## src/rtl/uart_pkg.sv

```systemverilog
// uart_pkg: definitions shared by the byte serialiser and its FIFO.
//   uart_state_t         - transmitter FSM states
//   UART_DATA_BITS       - payload bits per frame (8N1)
//   DEFAULT_CLKS_PER_BIT - default baud divisor
package uart_pkg;

   localparam int UART_DATA_BITS       = 8;
   localparam int DEFAULT_CLKS_PER_BIT = 16;

   typedef enum logic [1:0] {
      IDLE  = 2'd0,
      START = 2'd1,
      DATA  = 2'd2,
      STOP  = 2'd3
   } uart_state_t;

endpackage

```

## src/rtl/byte_fifo.sv

```systemverilog
// byte_fifo: small synchronous byte FIFO built on a register array.
// Ports:
//   clk, rst_n  - clock, asynchronous active-low reset (pointers only)
//   push, wdata - write strobe and data; the caller only pushes when not full
//   pop, rdata  - read strobe and head-of-queue data (rdata valid while !empty)
//   full, empty - occupancy flags
//   count       - number of queued entries, 0..DEPTH
module byte_fifo
   import uart_pkg::*;
#(
   parameter int DEPTH = 4
) (
   input  logic                        clk,
   input  logic                        rst_n,
   input  logic                        push,
   input  logic [UART_DATA_BITS-1:0]   wdata,
   input  logic                        pop,
   output logic [UART_DATA_BITS-1:0]   rdata,
   output logic                        full,
   output logic                        empty,
   output logic [$clog2(DEPTH):0]      count
);

   localparam int AW = $clog2(DEPTH);

   logic [UART_DATA_BITS-1:0] mem [DEPTH];
   // One extra pointer bit distinguishes full from empty when the
   // address bits coincide.
   logic [AW:0] wr_ptr;
   logic [AW:0] rd_ptr;

   logic do_push;
   logic do_pop;

   assign do_push = push & ~full;
   assign do_pop  = pop & ~empty;

   assign empty = (wr_ptr == rd_ptr);
   assign full  = (wr_ptr[AW] != rd_ptr[AW]) && (wr_ptr[AW-1:0] == rd_ptr[AW-1:0]);
   assign count = wr_ptr - rd_ptr;
   assign rdata = mem[rd_ptr[AW-1:0]];

   always_ff @(posedge clk or negedge rst_n) begin
      if (!rst_n) begin
         wr_ptr <= '0;
         rd_ptr <= '0;
      end else begin
         if (do_push) wr_ptr <= wr_ptr + 1'b1;
         if (do_pop)  rd_ptr <= rd_ptr + 1'b1;
      end
   end

   // Storage carries no reset; contents are only observed behind the pointers.
   always_ff @(posedge clk) begin
      if (do_push) mem[wr_ptr[AW-1:0]] <= wdata;
   end

endmodule

```

## src/rtl/uart_byte_tx.sv

```systemverilog
// uart_byte_tx: queues bytes through a valid/ready handshake and sends each
// one as an 8N1 UART frame (start 0, 8 data bits LSB first, stop 1).
// Ports:
//   clk, rst_n  - clock, asynchronous active-low reset
//   ena         - tile enable; gates byte acceptance and frame start
//   in_data     - byte to transmit
//   in_valid    - in_data valid this cycle
//   in_ready    - combinational, ena & ~fifo_full
//   tx          - registered serial output, idle high
//   busy        - registered, high from start bit through end of stop bit
//   fifo_count  - bytes currently queued
module uart_byte_tx
   import uart_pkg::*;
#(
   parameter int CLKS_PER_BIT = DEFAULT_CLKS_PER_BIT,
   parameter int FIFO_DEPTH   = 4
) (
   input  logic                           clk,
   input  logic                           rst_n,
   input  logic                           ena,
   input  logic [7:0]                     in_data,
   input  logic                           in_valid,
   output logic                           in_ready,
   output logic                           tx,
   output logic                           busy,
   output logic [$clog2(FIFO_DEPTH):0]    fifo_count
);

   localparam int BAUD_W = (CLKS_PER_BIT > 1) ? $clog2(CLKS_PER_BIT) : 1;
   localparam int BIT_W  = $clog2(UART_DATA_BITS);

   uart_state_t               state;
   logic [BAUD_W-1:0]         baud_cnt;
   logic [BIT_W-1:0]          bit_cnt;
   logic [UART_DATA_BITS-1:0] shift;

   logic                      fifo_full;
   logic                      fifo_empty;
   logic [UART_DATA_BITS-1:0] fifo_rdata;
   logic                      push;
   logic                      pop;
   logic                      start_ok;
   logic                      baud_last;
   logic                      last_bit;
   logic                      shift_step;

   assign in_ready  = ena & ~fifo_full;
   assign push      = in_valid & in_ready;
   assign start_ok  = ena & ~fifo_empty;
   assign baud_last = (baud_cnt == BAUD_W'(CLKS_PER_BIT - 1));
   assign last_bit  = (bit_cnt == BIT_W'(UART_DATA_BITS - 1));

   // A frame may begin straight out of IDLE or on the last stop cycle,
   // which is what makes back-to-back frames gapless.
   assign pop = start_ok & ((state == IDLE) | ((state == STOP) & baud_last));

   assign shift_step = (state == DATA) & baud_last & ~last_bit;

   byte_fifo #(
      .DEPTH (FIFO_DEPTH)
   ) u_fifo (
      .clk   (clk),
      .rst_n (rst_n),
      .push  (push),
      .wdata (in_data),
      .pop   (pop),
      .rdata (fifo_rdata),
      .full  (fifo_full),
      .empty (fifo_empty),
      .count (fifo_count)
   );

   // Payload shift register: loaded on pop, advanced at each data bit boundary.
   always_ff @(posedge clk) begin
      if (pop)             shift <= fifo_rdata;
      else if (shift_step) shift <= shift >> 1;
   end

   always_ff @(posedge clk or negedge rst_n) begin
      if (!rst_n) begin
         state    <= IDLE;
         baud_cnt <= '0;
         bit_cnt  <= '0;
         tx       <= 1'b1;
         busy     <= 1'b0;
      end else begin
         case (state)
            IDLE: begin
               tx       <= 1'b1;
               baud_cnt <= '0;
               if (start_ok) begin
                  state <= START;
                  tx    <= 1'b0;
                  busy  <= 1'b1;
               end
            end

            START: begin
               if (baud_last) begin
                  baud_cnt <= '0;
                  bit_cnt  <= '0;
                  tx       <= shift[0];
                  state    <= DATA;
               end else begin
                  baud_cnt <= baud_cnt + BAUD_W'(1);
               end
            end

            DATA: begin
               if (baud_last) begin
                  baud_cnt <= '0;
                  if (last_bit) begin
                     tx    <= 1'b1;
                     state <= STOP;
                  end else begin
                     bit_cnt <= bit_cnt + BIT_W'(1);
                     // shift advances on this same edge, so the next bit is shift[1]
                     tx      <= shift[1];
                  end
               end else begin
                  baud_cnt <= baud_cnt + BAUD_W'(1);
               end
            end

            STOP: begin
               if (baud_last) begin
                  baud_cnt <= '0;
                  if (start_ok) begin
                     tx    <= 1'b0;
                     state <= START;
                  end else begin
                     busy  <= 1'b0;
                     state <= IDLE;
                  end
               end else begin
                  baud_cnt <= baud_cnt + BAUD_W'(1);
               end
            end

            default: begin
               state <= IDLE;
               tx    <= 1'b1;
               busy  <= 1'b0;
            end
         endcase
      end
   end

endmodule

```

## config.mk

```make
export PLATFORM = sky130hd
export DESIGN_NAME = uart_byte_tx
export DESIGN_NICKNAME = d
export VERILOG_FILES = /design/src/rtl/uart_pkg.sv /design/src/rtl/byte_fifo.sv /design/src/rtl/uart_byte_tx.sv
export SDC_FILE = /design/constraint.sdc
export NUM_CORES = 1
export LEC_CHECK = 0
export ABC_AREA = 1
export CORE_MARGIN = 10
export CORE_UTILIZATION = 35
export DETAILED_ROUTE_END_ITERATION = 8
export HOLD_SLACK_MARGIN = 0.02
export PLACE_DENSITY = 0.49
export RECOVER_POWER = 100
export SETUP_SLACK_MARGIN = 0.05
export SLEW_MARGIN = 5
export SYNTH_ARGS = -nofsm -noshare
export SYNTH_HDL_FRONTEND = slang
export SYNTH_SLANG_ARGS = --single-unit
```

## constraint.sdc

```tcl
create_clock -name clk -period 4.4 [get_ports clk]
set_input_delay 0.88 -clock clk [delete_from_list [all_inputs] [get_ports clk]]
set_output_delay 0.88 -clock clk [all_outputs]
set_load 0.03 [all_outputs]
```

==> results.rst <==
.. list-table::
   :header-rows: 1

   * - Metric
     - Value
   * - Mapped Area
     - 2680 um^2
   * - Async set-or-reset flop fraction in the synthesized netlist
     - about 30%
   * - Die X
     - roughly 110 um
   * - Max_cap viols
     - 0
   * - Number of enable flip-flop cells after synthesis
     - 40
   * - Number of rows created at floorplan
     - 31
   * - XOR/XNOR share of the synthesized area
     - 1.31%
   * - Setup_tns
     - 0 ps
   * - Power density over cell area
     - between 400 and 500 nW/um^2
   * - DR WL/cell
     - about 13 um
   * - Synth Area in Compound Gates
     - 7.29%
   * - Hold Fails Final Rpt
     - 0
   * - IO Pins
     - 18
   * - Worst-case vdd ir drop
     - roughly 0.20 mV
   * - Normalized max-slew margin
     - roughly two fifths
   * - Synth Area per Inst
     - 10.5 um^2
   * - Ranking of synthesized cells by area
     - edfxtp_1 45%, dfrtp_1 15%, nand2_1 9.5%
   * - Grt peak-use layer
     - met2
   * - Cell leakage power
     - 1.29 nW
   * - Post-cts gate resize count
     - 0
   * - Fill cell count
     - 704
   * - Fin worst setup slack
     - 920 ps
   * - Area leader, netlist
     - edfxtp_1
   * - Clock transition time at the flip-flop clock pins of the worst setup and hold paths
     - around 70 ps
   * - Met3 track demand over resource
     - 3.53%
   * - Synthesized flop and latch total
     - 57
   * - Number of max-slew violations in the final report
     - 0
   * - CP Max Fanout
     - 20
   * - CP arrival
     - 2600 ps
   * - Number of distinct standard cells referenced by the synthesized netlist
     - 26
   * - Area fraction of the dominant cell type after synthesis
     - 44.9%
   * - Final weighted congestion in routability-driven placement
     - 0.742
   * - Number of clock buffers inserted by TritonCTS
     - 9
   * - Run status
     - complete, no violations
   * - Fmax achieved
     - 287 MHz
   * - Clock skew
     - 13.7 ps
   * - Die Footprint
     - roughly 12000 um^2
   * - Number of routed nets with antenna violations
     - 0
   * - Sum of buffers and inverters on the critical path
     - 1
   * - Simple-Gate Fraction of Synth Area
     - 17.8%
   * - Number of buffers added on ports
     - 17
   * - Adder-cell share of the synthesized area
     - 7.76%
   * - Antenna diode instance count
     - 0
   * - Sequential share of the synthesized area
     - between 60 and 70%
   * - Largest stage delay, worst path
     - 750 ps
   * - Cell at the slowest stage of the critical path
     - dlygate4sd3_1
   * - Root cell of the clock tree
     - clkbuf_8
   * - Clock sink total
     - 57
   * - Most used standard cell by instance count after synthesis
     - nand2_1
   * - Setup repair bufs after CTS
     - 0
   * - Syn-to-layout area delta
     - 15.1%
   * - Remaining global-route overflow
     - 0
   * - Core region area
     - 7330 um^2
   * - Maximum number of pins on one net before global-route repair
     - 21
   * - Clock Path Buffers
     - 2
   * - Final wirelength
     - 4840 um
   * - Largest family of logic cells by synthesized area
     - simple AND/OR/NAND/NOR gates
   * - Number of DRC markers after the initial detailed-route iteration
     - 53
   * - Period minus WS final
     - 3480 ps
   * - Final setup violation count
     - 0
   * - Global-route met2 utilization
     - 14.5%
   * - CP Data Required Time
     - 3520 ps
   * - DRC violations left
     - 0
   * - First-pass GRT wire length
     - 8070 um
   * - Multiplexer area fraction after synthesis
     - 0%
   * - Total track usage
     - under 10%
   * - TritonCTS clock tree
     - done
   * - # hold bufs at CTS
     - 0
   * - Total number of yosys warnings
     - 0
   * - Post-place setup slack
     - approximately 1100 ps
   * - Main synth FF type
     - edfxtp_1
   * - GR Layer Usage met1
     - 10.3%
   * - Nets in the synthesized netlist
     - between 200 and 300
   * - Crit path capture type
     - output pin
   * - Number of levels the H-tree was split into
     - 3
   * - Routed via count divided by cell count
     - 4.55
   * - Layout cells sized above 1
     - 6.36%
   * - Sum of net half-perimeters after detailed placement
     - 3450 um
   * - Leading cell types by count after synthesis
     - 68 x nand2_1, 40 x edfxtp_1, 29 x nor2_1, 23 x inv_1, 19 x o21ai_0
   * - Element type at the critical path start
     - flop
   * - Layout Nets
     - 306
   * - Antenna violations before repair
     - 0
   * - DR vias
     - 1739
   * - Crit path cell chain
     - ha_1, fa_1, xor2_1, dlygate4sd3_1
   * - Kind of cell adding the most delay to the critical path
     - adder cells
   * - Footprint of the flip-flops and latches
     - 1630 um^2
   * - Unrepaired setup endpoints after global routing
     - no
   * - Tightest Hold Check Type
     - flop to flop
   * - Fin crit share
     - 79.1%
   * - Class of the most critical setup path
     - flop to output pin
   * - Clk Latency, worst-skew pair
     - 330 ps
   * - Post-Syn Instances
     - 254
   * - Number of global-route vias before repair
     - roughly 1.8k
   * - Tightest Pin Transition
     - a little under 900 ps
   * - Starting density of the core
     - 36.5%
   * - Y dimension of the die
     - 107 um
   * - Area of the multi-input gates
     - between 800 and 900 um^2
   * - Number of iterations in the first detailed-routing pass
     - 6
## sequential cells by signal (all words and copies together) (netlist names)
signal	count
bit_cnt	3
u_fifo.rd_ptr	3
u_fifo.mem	32
u_fifo.wr_ptr	3
shift	8
state	2
busy	1
baud_cnt	4
tx	1
## power by group
part	switching [mW]	internal (mW)	total [mW]	leakage, nW
Combinational	0.144	0.0752	0.219	0.635
Sequential	0.0182	0.621	0.639	0.557
Clock	0.220	0.260	0.480	0.0929
Total	0.382	0.956	1.34	1.29
## cell families after synthesis
kind of cell,after synthesis
XOR/XNOR,4
AO/OA/AOI/OAI,36
flip-flops,57
buffers and inverters,31
AND/OR/NAND/NOR,110
adder cells (fa/ha/maj),16
## through the flow
| step | hold WS [ps] | util [%] | cell area [um^2] | std cells | power (mW) |
|---|---|---|---|---|---|
| floorplan | 430 | - | 2680 | 254 | 0.810 |
| global placement | 456 | 40.1 | 2940 | 366 | 0.905 |
| detailed placement | 462 | 40.1 | 2940 | 366 | 0.905 |
| CTS | 472 | 42.7 | 3130 | 382 | 1.39 |
| global route | 494 | 42.1 | 3080 | 382 | 1.41 |
| finish | 467 | 42.1 | 3080 | 382 | 1.34 |
## worst register-to-register path: stages (launching register included)
cell and delay, ps:
dfrtp_1 590, inv_1 260, ha_1 350, nand2_1 60
inv_1 50, nand3_1 90, nand2_1 170, nor2_1 660
inv_1 340, nand2_1 370
## cell type report
class                      instances  share of cell area (%)
clock inverter                     7                    2.31
inverter                          27                    3.29
tap                               99                    4.02
clock buffer                       9                    4.02
multi-input combinational        166                    28.0
timing repair buffer              17                    5.52
sequential                        57                    52.8
## routing by layer
layer  up-vias  share of wire [%]
met3         5                3.5
met2        25                 47
met4         0                1.1
met5         -                  0
met1       816                 48
li1        893                  -
## cell usage in the layout, fill, tap and decap left out
cell type,netlist,routed
fa_1,1,1
nor2_1,29,31
nand3_1,7,9
a21oi_2,1,1
clkinv_1,0,1
dfstp_2,1,1
inv_2,4,1
clkinv_2,0,1
a21boi_0,1,1
clkinv_4,0,2
clkdlybuf4s50_1,0,2
dlygate4sd3_1,0,15
clkinvlp_4,0,2
o21ai_1,3,2
nand4_1,1,1
o22ai_1,7,7
o21ai_0,19,20
edfxtp_1,40,40
clkbuf_8,0,9
bufinv_16,0,1
inv_1,23,26
xor2_1,4,4
a21oi_1,5,5
nand2_1,68,69
ha_1,15,15
dfrtp_1,16,16
## final timing paths
check	slack, ps	from	end	cells after the start
max	920	u_fifo.rd_ptr[0]$_DFFE_PN0P_	fifo_count[2]	4
min	470	tx$_DFFE_PN1P_	tx$_DFFE_PN1P_	2
max reg2reg	1130	u_fifo.rd_ptr[1]$_DFFE_PN0P_	shift[1]$_DFFE_PP_	9
min reg2reg	470	tx$_DFFE_PN1P_	tx$_DFFE_PN1P_	2
max in group asynchronous	2790	rst_n	u_fifo.rd_ptr[0]$_DFFE_PN0P_	1
min in group asynchronous	1080	rst_n	bit_cnt[2]$_DFFE_PN0P_	1
Power figures use the tool's default switching activity.
